===== config.mk =====
export PLATFORM = sky130hd
export DESIGN_NAME = forward_hazard_unit
export DESIGN_NICKNAME = d
export VERILOG_FILES = /design/src/rtl/forward_hazard_unit.sv
export SDC_FILE = /design/constraint.sdc
export NUM_CORES = 1
export LEC_CHECK = 0
export ABC_AREA = 1
export ABC_CLOCK_PERIOD_IN_PS = 1350
export BUFFER_PORTS_ARGS = -buffer_cell sky130_fd_sc_hd__buf_2
export CAP_MARGIN = 15
export CORE_MARGIN = 4
export CORE_UTILIZATION = 34
export DETAILED_ROUTE_END_ITERATION = 8
export SYNTH_ARGS = -nofsm -noshare
export SYNTH_HDL_FRONTEND = slang
export SYNTH_SLANG_ARGS = --single-unit

===== constraint.sdc =====
create_clock -name clk -period 1.35 [get_ports clk]
set_input_delay 0.135 -clock clk [delete_from_list [all_inputs] [get_ports clk]]
set_output_delay 0.135 -clock clk [all_outputs]
set_load 0.05 [all_outputs]

===== src/rtl/forward_hazard_unit.sv =====
// Operand-forwarding select generator and load-use hazard detector for the ALU input muxes.
// Selects are registered so they line up with the consumer instruction while it sits in EX.
`ifndef ALU_MUX_SELECT_DEFINES
`define ALU_MUX_SELECT_DEFINES
`define ALUMuxSelectBus        [1:0]
`define ALUMuxDataFromReg      2'd0
`define ALUMuxDataFromALU_MEM  2'd1
`define ALUMuxDataFromMEM_WB   2'd2
`endif

module forward_hazard_unit #(
    parameter int REG_ADDR_W     = 5,
    parameter int LOAD_USE_STALL = 1
) (
    input  logic                    clk,
    input  logic                    rst,
    input  logic                    id_valid,
    input  logic [REG_ADDR_W-1:0]   id_rs1,
    input  logic [REG_ADDR_W-1:0]   id_rs2,
    input  logic                    id_rs1_used,
    input  logic                    id_rs2_used,
    input  logic [REG_ADDR_W-1:0]   id_rd,
    input  logic                    id_reg_write,
    input  logic                    id_is_load,
    input  logic                    flush,
    input  logic                    freeze,
    output logic `ALUMuxSelectBus   select1,
    output logic `ALUMuxSelectBus   select2,
    output logic                    stall
);

    localparam int CNT_W = (LOAD_USE_STALL > 1) ? $clog2(LOAD_USE_STALL) : 1;
    localparam logic [CNT_W-1:0] CNT_LAST = CNT_W'(LOAD_USE_STALL - 1);

    typedef enum logic {
        RUN   = 1'b0,
        STALL = 1'b1
    } state_t;

    state_t                  state;
    logic [CNT_W-1:0]        cnt;

    logic                    ex_valid;
    logic                    ex_reg_write;
    logic                    ex_is_load;
    logic [REG_ADDR_W-1:0]   ex_rd;

    // The WB stage is never read: next cycle's WB is this cycle's MEM, so MEM is all we keep.
    logic                    mem_valid;
    logic                    mem_reg_write;
    logic [REG_ADDR_W-1:0]   mem_rd;

    logic                    hz;
    logic                    issue;
    logic `ALUMuxSelectBus   sel1_next;
    logic `ALUMuxSelectBus   sel2_next;

    // Newest producer wins; x0 is hard-wired zero and never forwarded.
    function automatic logic `ALUMuxSelectBus fwd_select(
        input logic                  used,
        input logic [REG_ADDR_W-1:0] rs,
        input logic                  nmem_valid,
        input logic                  nmem_reg_write,
        input logic [REG_ADDR_W-1:0] nmem_rd,
        input logic                  nwb_valid,
        input logic                  nwb_reg_write,
        input logic [REG_ADDR_W-1:0] nwb_rd
    );
        logic `ALUMuxSelectBus sel;
        sel = `ALUMuxDataFromReg;
        if (used && (rs != '0)) begin
            if (nmem_valid && nmem_reg_write && (nmem_rd == rs))
                sel = `ALUMuxDataFromALU_MEM;
            else if (nwb_valid && nwb_reg_write && (nwb_rd == rs))
                sel = `ALUMuxDataFromMEM_WB;
        end
        return sel;
    endfunction

    assign hz = id_valid & ex_valid & ex_is_load & ex_reg_write & (ex_rd != '0) &
                ((id_rs1_used & (id_rs1 == ex_rd)) | (id_rs2_used & (id_rs2 == ex_rd)));

    assign stall = (state == STALL) | hz;
    assign issue = id_valid & ~stall;

    always_comb begin
        sel1_next = fwd_select(id_rs1_used, id_rs1, ex_valid, ex_reg_write, ex_rd,
                               mem_valid, mem_reg_write, mem_rd);
        sel2_next = fwd_select(id_rs2_used, id_rs2, ex_valid, ex_reg_write, ex_rd,
                               mem_valid, mem_reg_write, mem_rd);
    end

    // Flush kills the DEC instruction but still lets older instructions drain; freeze holds everything.
    always_ff @(posedge clk) begin
        if (!rst) begin
            ex_valid      <= 1'b0;
            ex_reg_write  <= 1'b0;
            ex_is_load    <= 1'b0;
            ex_rd         <= '0;
            mem_valid     <= 1'b0;
            mem_reg_write <= 1'b0;
            mem_rd        <= '0;
            select1       <= `ALUMuxDataFromReg;
            select2       <= `ALUMuxDataFromReg;
            state         <= RUN;
            cnt           <= '0;
        end else if (flush) begin
            mem_valid     <= ex_valid;
            mem_reg_write <= ex_reg_write;
            mem_rd        <= ex_rd;
            ex_valid      <= 1'b0;
            ex_reg_write  <= 1'b0;
            ex_is_load    <= 1'b0;
            ex_rd         <= '0;
            select1       <= `ALUMuxDataFromReg;
            select2       <= `ALUMuxDataFromReg;
            state         <= RUN;
            cnt           <= '0;
        end else if (!freeze) begin
            mem_valid     <= ex_valid;
            mem_reg_write <= ex_reg_write;
            mem_rd        <= ex_rd;
            if (issue) begin
                ex_valid     <= 1'b1;
                ex_reg_write <= id_reg_write;
                ex_is_load   <= id_is_load;
                ex_rd        <= id_rd;
                select1      <= sel1_next;
                select2      <= sel2_next;
            end else begin
                ex_valid     <= 1'b0;
                ex_reg_write <= 1'b0;
                ex_is_load   <= 1'b0;
                ex_rd        <= '0;
                select1      <= `ALUMuxDataFromReg;
                select2      <= `ALUMuxDataFromReg;
            end
            case (state)
                RUN: begin
                    if (hz && (LOAD_USE_STALL > 1)) begin
                        state <= STALL;
                        cnt   <= CNT_W'(1);
                    end
                end
                STALL: begin
                    if (cnt == CNT_LAST) begin
                        state <= RUN;
                        cnt   <= '0;
                    end else begin
                        cnt <= cnt + CNT_W'(1);
                    end
                end
                default: begin
                    state <= RUN;
                    cnt   <= '0;
                end
            endcase
        end
    end

endmodule


## After elaboration in Yosys (flattened, before gate mapping)

Index checks and enable logic that the tools add are counted.

| storage, ports and cells | value |
|---|---|
| output and inout bits | 5 |
| flip-flop bits (word level) | 21 |
| input bits | 24 |

| cells by class | value |
|---|---|
| mux-type cells | 21 |
| add/subtract/negate cells | 1 |
| reduce and logical (&&, ||, !) cells | 13 |
| bitwise gates (word level) | 13 |
| eq/ne operators | 7 |

Operators with widths:

| operator | number |
|---|---|
| == test 5 bit | 6 |
| 2-to-1 mux 2 bit | 8 |
| 2-to-1 mux 5 bit | 3 |
| nonzero test 5 bit | 3 |
| 2-to-1 mux 1 bit | 10 |
| bitwise AND 1 bit | 8 |
| logical AND 1 bit | 8 |
| NOT 1 bit | 3 |
| inequality test 2 bit (second input constant) | 1 |
| bitwise OR 1 bit | 2 |
| AND reduction 2 bit | 1 |
| OR reduction 2 bit | 1 |
| adder 1 bit (second input constant) | 1 |

## Logic depth before layout (Yosys ltp)

Gate-level depths: netlist of the first run.

| logic depth | value |
|---|---|
| depth in word-level cells | 9 |
| gate-level depth with buffers | 10 |
| depth with buffers taken out | 9 |

## Least setup slack after synthesis of the first run

No wires, ideal clock.

| timing | value |
|---|---|
| kind | register -> output |
| from | register ex_rd[3] |
| to | output port stall |
| buffers on the path | 1 |
| arrival | 1206 ps |
| stages on the path, launching flop included | 10 |
| slack | 9 ps |
| path through | dfxtp_1 -> inv_2 -> nand2_1 -> nand2_1 -> nor2_1 -> nand4_1 -> nand2_1 -> nand2_2 -> buf_12 -> inv_2 |

| between the ends | value |
|---|---|
| word-level cells in the longest chain between the ends | 5 |
| elaborated cells between the ends (all ways) | 9 |

RTL lines:

| item | RTL line | text |
|---|---|---|
| start: declaration | 46 | `logic [REG_ADDR_W-1:0] ex_rd;` |
| start signal: assignment | 127 | `ex_rd <= id_rd;` |
| == test 5 bit | 81 | `((id_rs1_used & (id_rs1 == ex_rd)) \| (id_rs2_used & (id_rs2 == ex_rd)));` |
| bitwise AND 1 bit | 81 |  |
| bitwise OR 1 bit | 81 |  |
| bitwise AND 1 bit (*) | 80 | `assign hz = id_valid & ex_valid & ex_is_load & ex_reg_write & (ex_rd != '0) &` |
| bitwise OR 1 bit (*) | 83 | `assign stall = (state == STALL) \| hz;` |
| end: declaration | 29 | `output logic stall` |

Every way passes the cells marked *; elsewhere a longest branch is shown, timed or not.

## Worst setup path in the final report of the first run

| timing | value |
|---|---|
| from | register ex_rd[2] |
| to | output port stall |

Same word-level chain as after synthesis.

==> metrics.log, run 1 <==
INFO  metric result_of_the_run = finished with violations
INFO  metric failing_checks = negative setup slack
INFO  metric initialDrtViolationCount = 65
INFO  metric final_area = ~1600 um2
INFO  metric finalHoldViolations = 0
INFO  metric switching_component_of_the_power = about 0.33 mW
INFO  metric drc_errors = 0
INFO  metric path_max_fanout = 5
INFO  metric timing.clock.skew = approximately 1.6 ps
INFO  metric areaGrowthSynthToFinish = 32.2%
INFO  metric achievable-frequency = between 0.6 and 0.7 GHz
INFO  metric holdCritPathClass = in2reg
INFO  metric yosys_warnings = 0
INFO  metric ctsHtreeMaxLevel = 1
INFO  metric core-area = ~3400 um2
INFO  metric timing.final.ws_setup = -243 ps
INFO  metric p_int = roughly 0.78 mW
INFO  metric drv.max_cap_violation_count = 0
INFO  metric multi_input_combinational_cell_area = around 770 um2
INFO  metric critical_path_required = ~1200 ps
INFO  metric clockPowerShare = between 20% and 30%
INFO  metric pwr-share-seq = roughly 53%
INFO  metric synth.yosys.seq_area_share = slightly above 30%
INFO  metric cts.path.max_buffers = 2
INFO  metric hold_path_depth = 3
INFO  metric die_width = 68.1 um
INFO  metric maxSlewHeadroom = between 60 and 70%
INFO  metric cts_made_buffers = 3
INFO  metric power_density = approximately 690 nW/um2
INFO  metric viasPerCell = ~4.6
INFO  metric synth.lib_cells_used.distinct = 23
INFO  metric end_kind = output port
INFO  metric register_clock_pin_slew_on_the_reported_worst_setup_and_hold_paths = 120 ps
INFO  metric globalplace.congestion = between 0.8 and 0.9
INFO  metric synthesis.area = ~1200 um2
INFO  metric peakVddDrop = roughly 0.00046 V
INFO  metric power_leakage = approximately 0.7 nW
INFO  metric grt_pass1_wl = ~5000 um
INFO  metric wire_per_inst = 11.6 um
INFO  metric timing.final.setup_violations = 13
INFO  metric antenna-diode-count = 0
INFO  metric timing.final.crit_period = 1590 ps
INFO  metric drt.antenna.violating_nets = 0
INFO  metric mostFrequentLayoutCell = sky130_fd_sc_hd__nand2_1
INFO  metric synth.net_count = 203
INFO  metric drt_wl_total = approximately 3100 um
INFO  metric syn-mean-instance-area = approximately 6.9 um2
INFO  metric finalNetCount = 249
INFO  metric nFillCells = ~370
INFO  metric grt_antenna_before_repair = 0
INFO  metric crit_arrival = 1460 ps
INFO  metric timing_worst_setup_path_type = reg2out
INFO  metric share_comb_of_total_power = ~19%
INFO  metric cts_tree = done
INFO  metric dpl.hpwl = between 2000 and 2500 um
INFO  metric rsz_0062_raised_after_global_routing = yes
INFO  metric critPathLaunchType = register
INFO  metric post_cts_hold_buffer_count = 0
INFO  metric worst_slew_pin_slew = roughly 570 ps
INFO  metric floorplan.initialDensity = approximately 36%
INFO  metric placement.io_buffers = 28
INFO  metric drive_above_1_share = 38.4%
INFO  metric die_area = 4640 um2
INFO  metric timing.reg2reg.worst_path_depth = 12
INFO  metric hold_ws = about 56 ps
INFO  metric drv_slew = 0
INFO  metric clock_sink_count = 19
INFO  metric switching_share = between 20 and 30%
INFO  metric grt_use_total = between 15 and 20%
INFO  metric num_rows = 21
INFO  metric clkLatencyLatePin = between 300 and 400 ps
INFO  metric final-seq-area = between 300 and 400 um2
INFO  metric dpl_cell_area = between 1000 and 1500 um2
INFO  metric synth_cells = roughly 180
INFO  metric most_used_cells_in_the_layout_excluding_fill_and_tap_cells = 50 x sky130_fd_sc_hd__nand2_1, 27 x sky130_fd_sc_hd__buf_2, 21 x sky130_fd_sc_hd__nor2_1
INFO  metric first_global_vias = roughly 1200
INFO  metric register_bit_total_from_synthesis = 19
INFO  metric timing.final.crit_share = 118%
INFO  metric io_pins = 29
INFO  metric clockRootBuffer = sky130_fd_sc_hd__clkbuf_4
INFO  metric die_h = between 60 and 70 um
INFO  metric globalRouteOverflowTotal = 0
INFO  metric detail_route.first_pass.iterations = 4
INFO  metric pin_count_of_the_biggest_net_entering_global_routing = 15
INFO  metric route.vias.total = 1244
state kept, by name, indices dropped and copies added, names as in the netlist:
signal / flops
mem_reg_write: 1
mem_valid: 1
select1: 2
ex_rd: 5
mem_rd: 5
ex_is_load: 1
ex_reg_write: 1
ex_valid: 1
select2: 2
metrics by stage:
step	power, mW	worst slack (ps)	utilization (%)	cells	setup TNS [ps]
finish	1.12	-243	47.5	270	-2620
global route	1.19	-351	47.5	270	-3910
CTS	1.12	-223	46.5	270	-2190
detailed placement	0.805	-124	43.3	262	-1370
global placement	0.804	-99.3	43.3	262	-946
floorplan	0.721	9.07	-	179	0
synth_stat cells, drive strengths merged:
master | n | share of area [%]
a21oi | 17 | 9.7
buf | 2 | 2.5
clkbuf | 1 | 0.31
dfxtp | 19 | 31
dlygate4sd1 | 2 | 1.4
inv | 20 | 6.1
nand2 | 52 | 16
nand3 | 19 | 11
nand4 | 2 | 1.0
nor2 | 24 | 7.5
nor3 | 3 | 2.5
o21ai | 7 | 2.9
or2 | 1 | 0.51
xnor2 | 6 | 4.3
xor2 | 4 | 2.9
final timing paths:
kind                                               from                      end  slack, ps
worst max-delay path              ex_rd[2]$_SDFFE_PP0N_                    stall       -240
worst min-delay path                           id_rd[1]    ex_rd[1]$_SDFFE_PP0N_         60
worst max register to register    ex_rd[2]$_SDFFE_PP0N_    ex_rd[2]$_SDFFE_PP0N_       -210
worst min register to register  select2[1]$_SDFFE_PP0N_  select2[1]$_SDFFE_PP0N_        480
critical path, cell delays in order (launching register included):
cell	delay (ps)
sky130_fd_sc_hd__dfxtp_4	390
sky130_fd_sc_hd__inv_2	50
sky130_fd_sc_hd__nand2_1	50
sky130_fd_sc_hd__nand2_1	60
sky130_fd_sc_hd__nor2_2	140
sky130_fd_sc_hd__nand4_1	110
sky130_fd_sc_hd__nand2_1	100
sky130_fd_sc_hd__nand2_2	60
sky130_fd_sc_hd__inv_2	60
sky130_fd_sc_hd__buf_8	140
layer usage:
layer | GRT usage, % | wire length [um] | vias up
li1 | - | - | 656
met1 | 19.2 | 1450 | 558
met2 | 24.5 | 1500 | 25
met3 | 2.96 | 146 | 5
met4 | 5.96 | 48 | 0
met5 | 0 | 0 | -
area by class of cell:
type / instances / area share (%)
clock buffer: 4 / 1.62
inverter: 20 / 4.63
multi-input combinational: 135 / 47.4
sequential: 19 / 24.1
tap: 46 / 3.55
timing repair buffer: 46 / 18.7
cell families after synthesis:
group | Yosys count | synth area share, %
simple gates | 101 | 38.9
buf+inv | 25 | 10.4
compound gates | 24 | 12.5
flops | 19 | 31.0
xor+xnor | 10 | 7.14
timing repair:
action                                  in CTS  in global routing
buffers inserted                             4                  0
endpoints found under the setup margin      13                 13
pin swaps                                    4                  4
hold endpoints to repair                     0                  0
gates resized for setup                     18                  5
power by group through the flow:
| stage | logic [mW] | registers (mW) | clock network (mW) |
|---|---|---|---|
| finish | 0.217 | 0.587 | 0.312 |
| detailed placement | 0.202 | 0.603 | 0 |
| global route | 0.245 | 0.590 | 0.351 |
| CTS | 0.212 | 0.587 | 0.319 |
| floorplan | 0.122 | 0.599 | 0 |
| global placement | 0.202 | 0.602 | 0 |
Note: power is estimated with default switching activity, not from simulation.
==> run 2, diff against run 1 <==
--- a/config.mk
+++ b/config.mk
@@ -9,9 +9,13 @@
 export ABC_CLOCK_PERIOD_IN_PS = 1350
 export BUFFER_PORTS_ARGS = -buffer_cell sky130_fd_sc_hd__buf_2
 export CAP_MARGIN = 15
+export CELL_PAD_IN_SITES_DETAIL_PLACEMENT = 0
+export CELL_PAD_IN_SITES_GLOBAL_PLACEMENT = 1
 export CORE_MARGIN = 4
 export CORE_UTILIZATION = 34
 export DETAILED_ROUTE_END_ITERATION = 8
+export PLACE_DENSITY_LB_ADDON = 0.1
 export SYNTH_ARGS = -nofsm -noshare
 export SYNTH_HDL_FRONTEND = slang
 export SYNTH_SLANG_ARGS = --single-unit
+export TNS_END_PERCENT = 30
==> run 2 against run 1 <==
Net effect: the flow still finishes with violations (negative setup slack); via count grew 0.88%; hold slack gained 12 ps; global-route usage grew 0.83 points; non-clock buffer count is the same; die area is the same; largest cell class unchanged; highest routed layer unchanged.
==> metrics.log, run 2 (synthesis gave the netlist of run 1 again) <==
INFO  metric result_of_the_run = finished with violations
INFO  metric failing_checks = negative setup slack
INFO  metric drv_slew = 0 (unchanged)
INFO  metric post_cts_hold_buffer_count = 0 (unchanged)
INFO  metric worst-path-buf-inv = 3 (unchanged)
INFO  metric antenna-diode-count = 0 (unchanged)
INFO  metric final-seq-area = 394 um2 (+0.96%)
INFO  metric crit_arrival = 1540 ps (+80 ps)
INFO  metric timing.final.crit_share = 124% (+5.9 points)
INFO  metric path_depth = 9 (unchanged)
INFO  metric clock_sink_count = 19 (unchanged)
INFO  metric power_density = 673 nW/um2 (-2.1%)
INFO  metric globalplace.congestion = 0.825 (about the same)
INFO  metric die_h = 68.1 um (unchanged)
INFO  metric wire_per_inst = 12.2 um (+4.6%)
INFO  metric achievable-frequency = 0.598 GHz (-4.7%)
INFO  metric cts_tree = done
INFO  metric nFillCells = 365 (-1.6%)
INFO  metric detail_route.first_pass.iterations = 4 (unchanged)
INFO  metric grt_antenna_before_repair = 0 (unchanged)
INFO  metric drt.antenna.violating_nets = 0 (unchanged)
INFO  metric startpoint = ex_rd[0]$_SDFFE_PP0N_
INFO  metric finalNetCount = 249 (unchanged)
INFO  metric timing_worst_setup_path_type = reg2out
INFO  metric drive_above_1_share = 42.4% (+4.0 points)
INFO  metric finalHoldViolations = 0 (unchanged)
INFO  metric clkLatencyLatePin = 300 ps (about the same)
INFO  metric drc_errors = 0 (unchanged)
INFO  metric route.vias.total = 1255 (+0.88%)
INFO  metric critical-path-max-stage-delay = 350 ps (-40 ps)
INFO  metric top_delay_family_on_crit_path = simple AND/OR/NAND/NOR gates
INFO  metric largestRegisters = ex_rd: 5 flops, mem_rd: 5 flops
INFO  metric initialDrtViolationCount = 50 (-23%)
INFO  metric final_core_util = 48.6% (+1.1 points)
INFO  metric drt_wl_total = 3290 um (+4.6%)
INFO  metric timing.final.ws_setup = -323 ps (-79.2 ps)
INFO  metric holdCritPathClass = in2reg
INFO  metric mostFrequentLayoutCell = sky130_fd_sc_hd__nand2_1
INFO  metric timing.reg2reg.worst_path_depth = 12 (unchanged)
INFO  metric io_pins = 29 (unchanged)
INFO  metric grt_use_total = 15.8% (+0.83 points)
INFO  metric dpl.hpwl = 2520 um (+6.8%)
INFO  metric critical_path_required = 1220 ps (about the same)
INFO  metric hold_path_depth = 3 (unchanged)
INFO  metric timing.final.setup_violations = 13 (unchanged)
INFO  metric start_point_of_the_worst_min_delay_path = id_rd[4]
INFO  metric cts_made_buffers = 3 (unchanged)
INFO  metric drv.max_cap_violation_count = 0 (unchanged)
INFO  metric p_total = 1.12 mW (+0.19%)
INFO  metric timing.critical_path.slowest_stage_cell = sky130_fd_sc_hd__dfxtp_2
INFO  metric path_max_fanout = 3 (-2)
INFO  metric cts.path.max_buffers = 2 (unchanged)
INFO  metric critPathLaunchType = register
INFO  metric num_rows = 21 (unchanged)
INFO  metric first_global_vias = 1230 (+7.0%)
INFO  metric path_cells = buf_6 -> nand2_2 -> nand2_2 -> nor2_4 -> nand4_1 -> nand2_1 -> nand2_2 -> inv_2 -> buf_8
INFO  metric most_used_cells_in_the_layout_excluding_fill_and_tap_cells = 44 x sky130_fd_sc_hd__nand2_1, 27 x sky130_fd_sc_hd__buf_2, 21 x sky130_fd_sc_hd__nor2_1
INFO  metric die_area = 4640 um2 (unchanged)
INFO  metric cell_seen_most_often_among_critical_path_stages = sky130_fd_sc_hd__nand2_2
INFO  metric power_leakage = 0.745 nW (+3.3%)
INFO  metric worst_slew_pin_slew = 594 ps (+23.4 ps)
INFO  metric regToRegStartpoint = ex_rd[0]$_SDFFE_PP0N_
INFO  metric pin_count_of_the_biggest_net_entering_global_routing = 15 (unchanged)
INFO  metric timing.final.crit_period = 1670 ps (+79.2 ps)
INFO  metric maxSlewHeadroom = 60.3% (-1.6 points)
INFO  metric rsz_0062_raised_after_global_routing = yes
INFO  metric placement.io_buffers = 28 (unchanged)
INFO  metric end_kind = output port
INFO  metric globalRouteOverflowTotal = 0 (unchanged)
INFO  metric floorplan.initialDensity = 35.9% (unchanged)
INFO  metric grt_pass1_wl = 5500 um (+6.7%)
INFO  metric viasPerCell = 4.65 (+0.88%)
INFO  metric areaGrowthSynthToFinish = 35.3%
INFO  metric core-area = 3420 um2 (unchanged)
INFO  metric multi_input_combinational_cell_area = 797 um2 (+3.6%)
INFO  metric clockRootBuffer = sky130_fd_sc_hd__clkbuf_4
INFO  metric placement.setup.worst_slack = -173 ps (-49.0 ps)
INFO  metric die_width = 68.1 um (unchanged)
INFO  metric timing.clock.skew = 4.11 ps (+2.56 ps)
INFO  metric peakVddDrop = 0.000362 V (-22%)
INFO  metric register_clock_pin_slew_on_the_reported_worst_setup_and_hold_paths = 120 ps (about the same)
INFO  metric ctsHtreeMaxLevel = 1 (unchanged)
INFO  metric hold_ws = 67.4 ps (+11.5 ps)
-- run 2: cell counts in the layout (fill, tap and decap cells not counted) --
Identical to the previous run, type by type.
-- run 2: what timing repair did --
action	CTS	global route
hold endpoints to repair	0	0
pin swaps	6	10
buffers inserted	5	2
setup endpoints to repair	13	13
resized for setup	14	22
-- run 2: final timing paths --
kind,to,slack [ps]
setup / recovery,stall,-320
hold reg to reg,select2[1]$_SDFFE_PP0N_,480
setup reg to reg,select2[0]$_SDFFE_PP0N_,-320
hold / removal,ex_rd[4]$_SDFFE_PP0N_,70
-- run 2: cell type report --
cell class	count	share of cell area, %
inverters	20	4.67
repair buffers	46	18.5
well taps	46	3.47
multi-input cells	135	48.0
clock buffers	4	1.58
flip-flops and latches	19	23.7
-- run 2: through the flow --
step           std cells  setup TNS (ps)  instance area, um2
5_1_grt              270           -4760                1660
6_report             270           -3840                1660
3_3_place_gp         260           -1860                1460
4_1_cts              269           -2250                1570
3_5_place_dp         260           -1970                1460
2_1_floorplan        179               0                1230
-- run 2: routing by layer --
layer / vias to the layer above / GRT usage (%) / wire [um]
li1: 657 / - / -
met1: 576 / 20.1 / 1510
met2: 18 / 26.5 / 1650
met3: 4 / 2.63 / 97
met4: 0 / 6.45 / 31
met5: - / 0 / 0
-- run 2: power by group --
group          switching [mW]  internal, mW
sequential             0.0155         0.571
combinational           0.131         0.100
clock                   0.186         0.115
-- run 2: worst reg2reg max path: stages (launching register included) --
cell and delay [ps]:
sky130_fd_sc_hd__dfxtp_2 350, sky130_fd_sc_hd__buf_6 110, sky130_fd_sc_hd__nand2_2 50, sky130_fd_sc_hd__nand2_2 70
sky130_fd_sc_hd__nor2_4 130, sky130_fd_sc_hd__nand4_1 150, sky130_fd_sc_hd__nand2_1 120, sky130_fd_sc_hd__nand2_2 70
sky130_fd_sc_hd__buf_4 140, sky130_fd_sc_hd__buf_6 120, sky130_fd_sc_hd__buf_6 120, sky130_fd_sc_hd__nand3_2 70
sky130_fd_sc_hd__a21oi_2 60
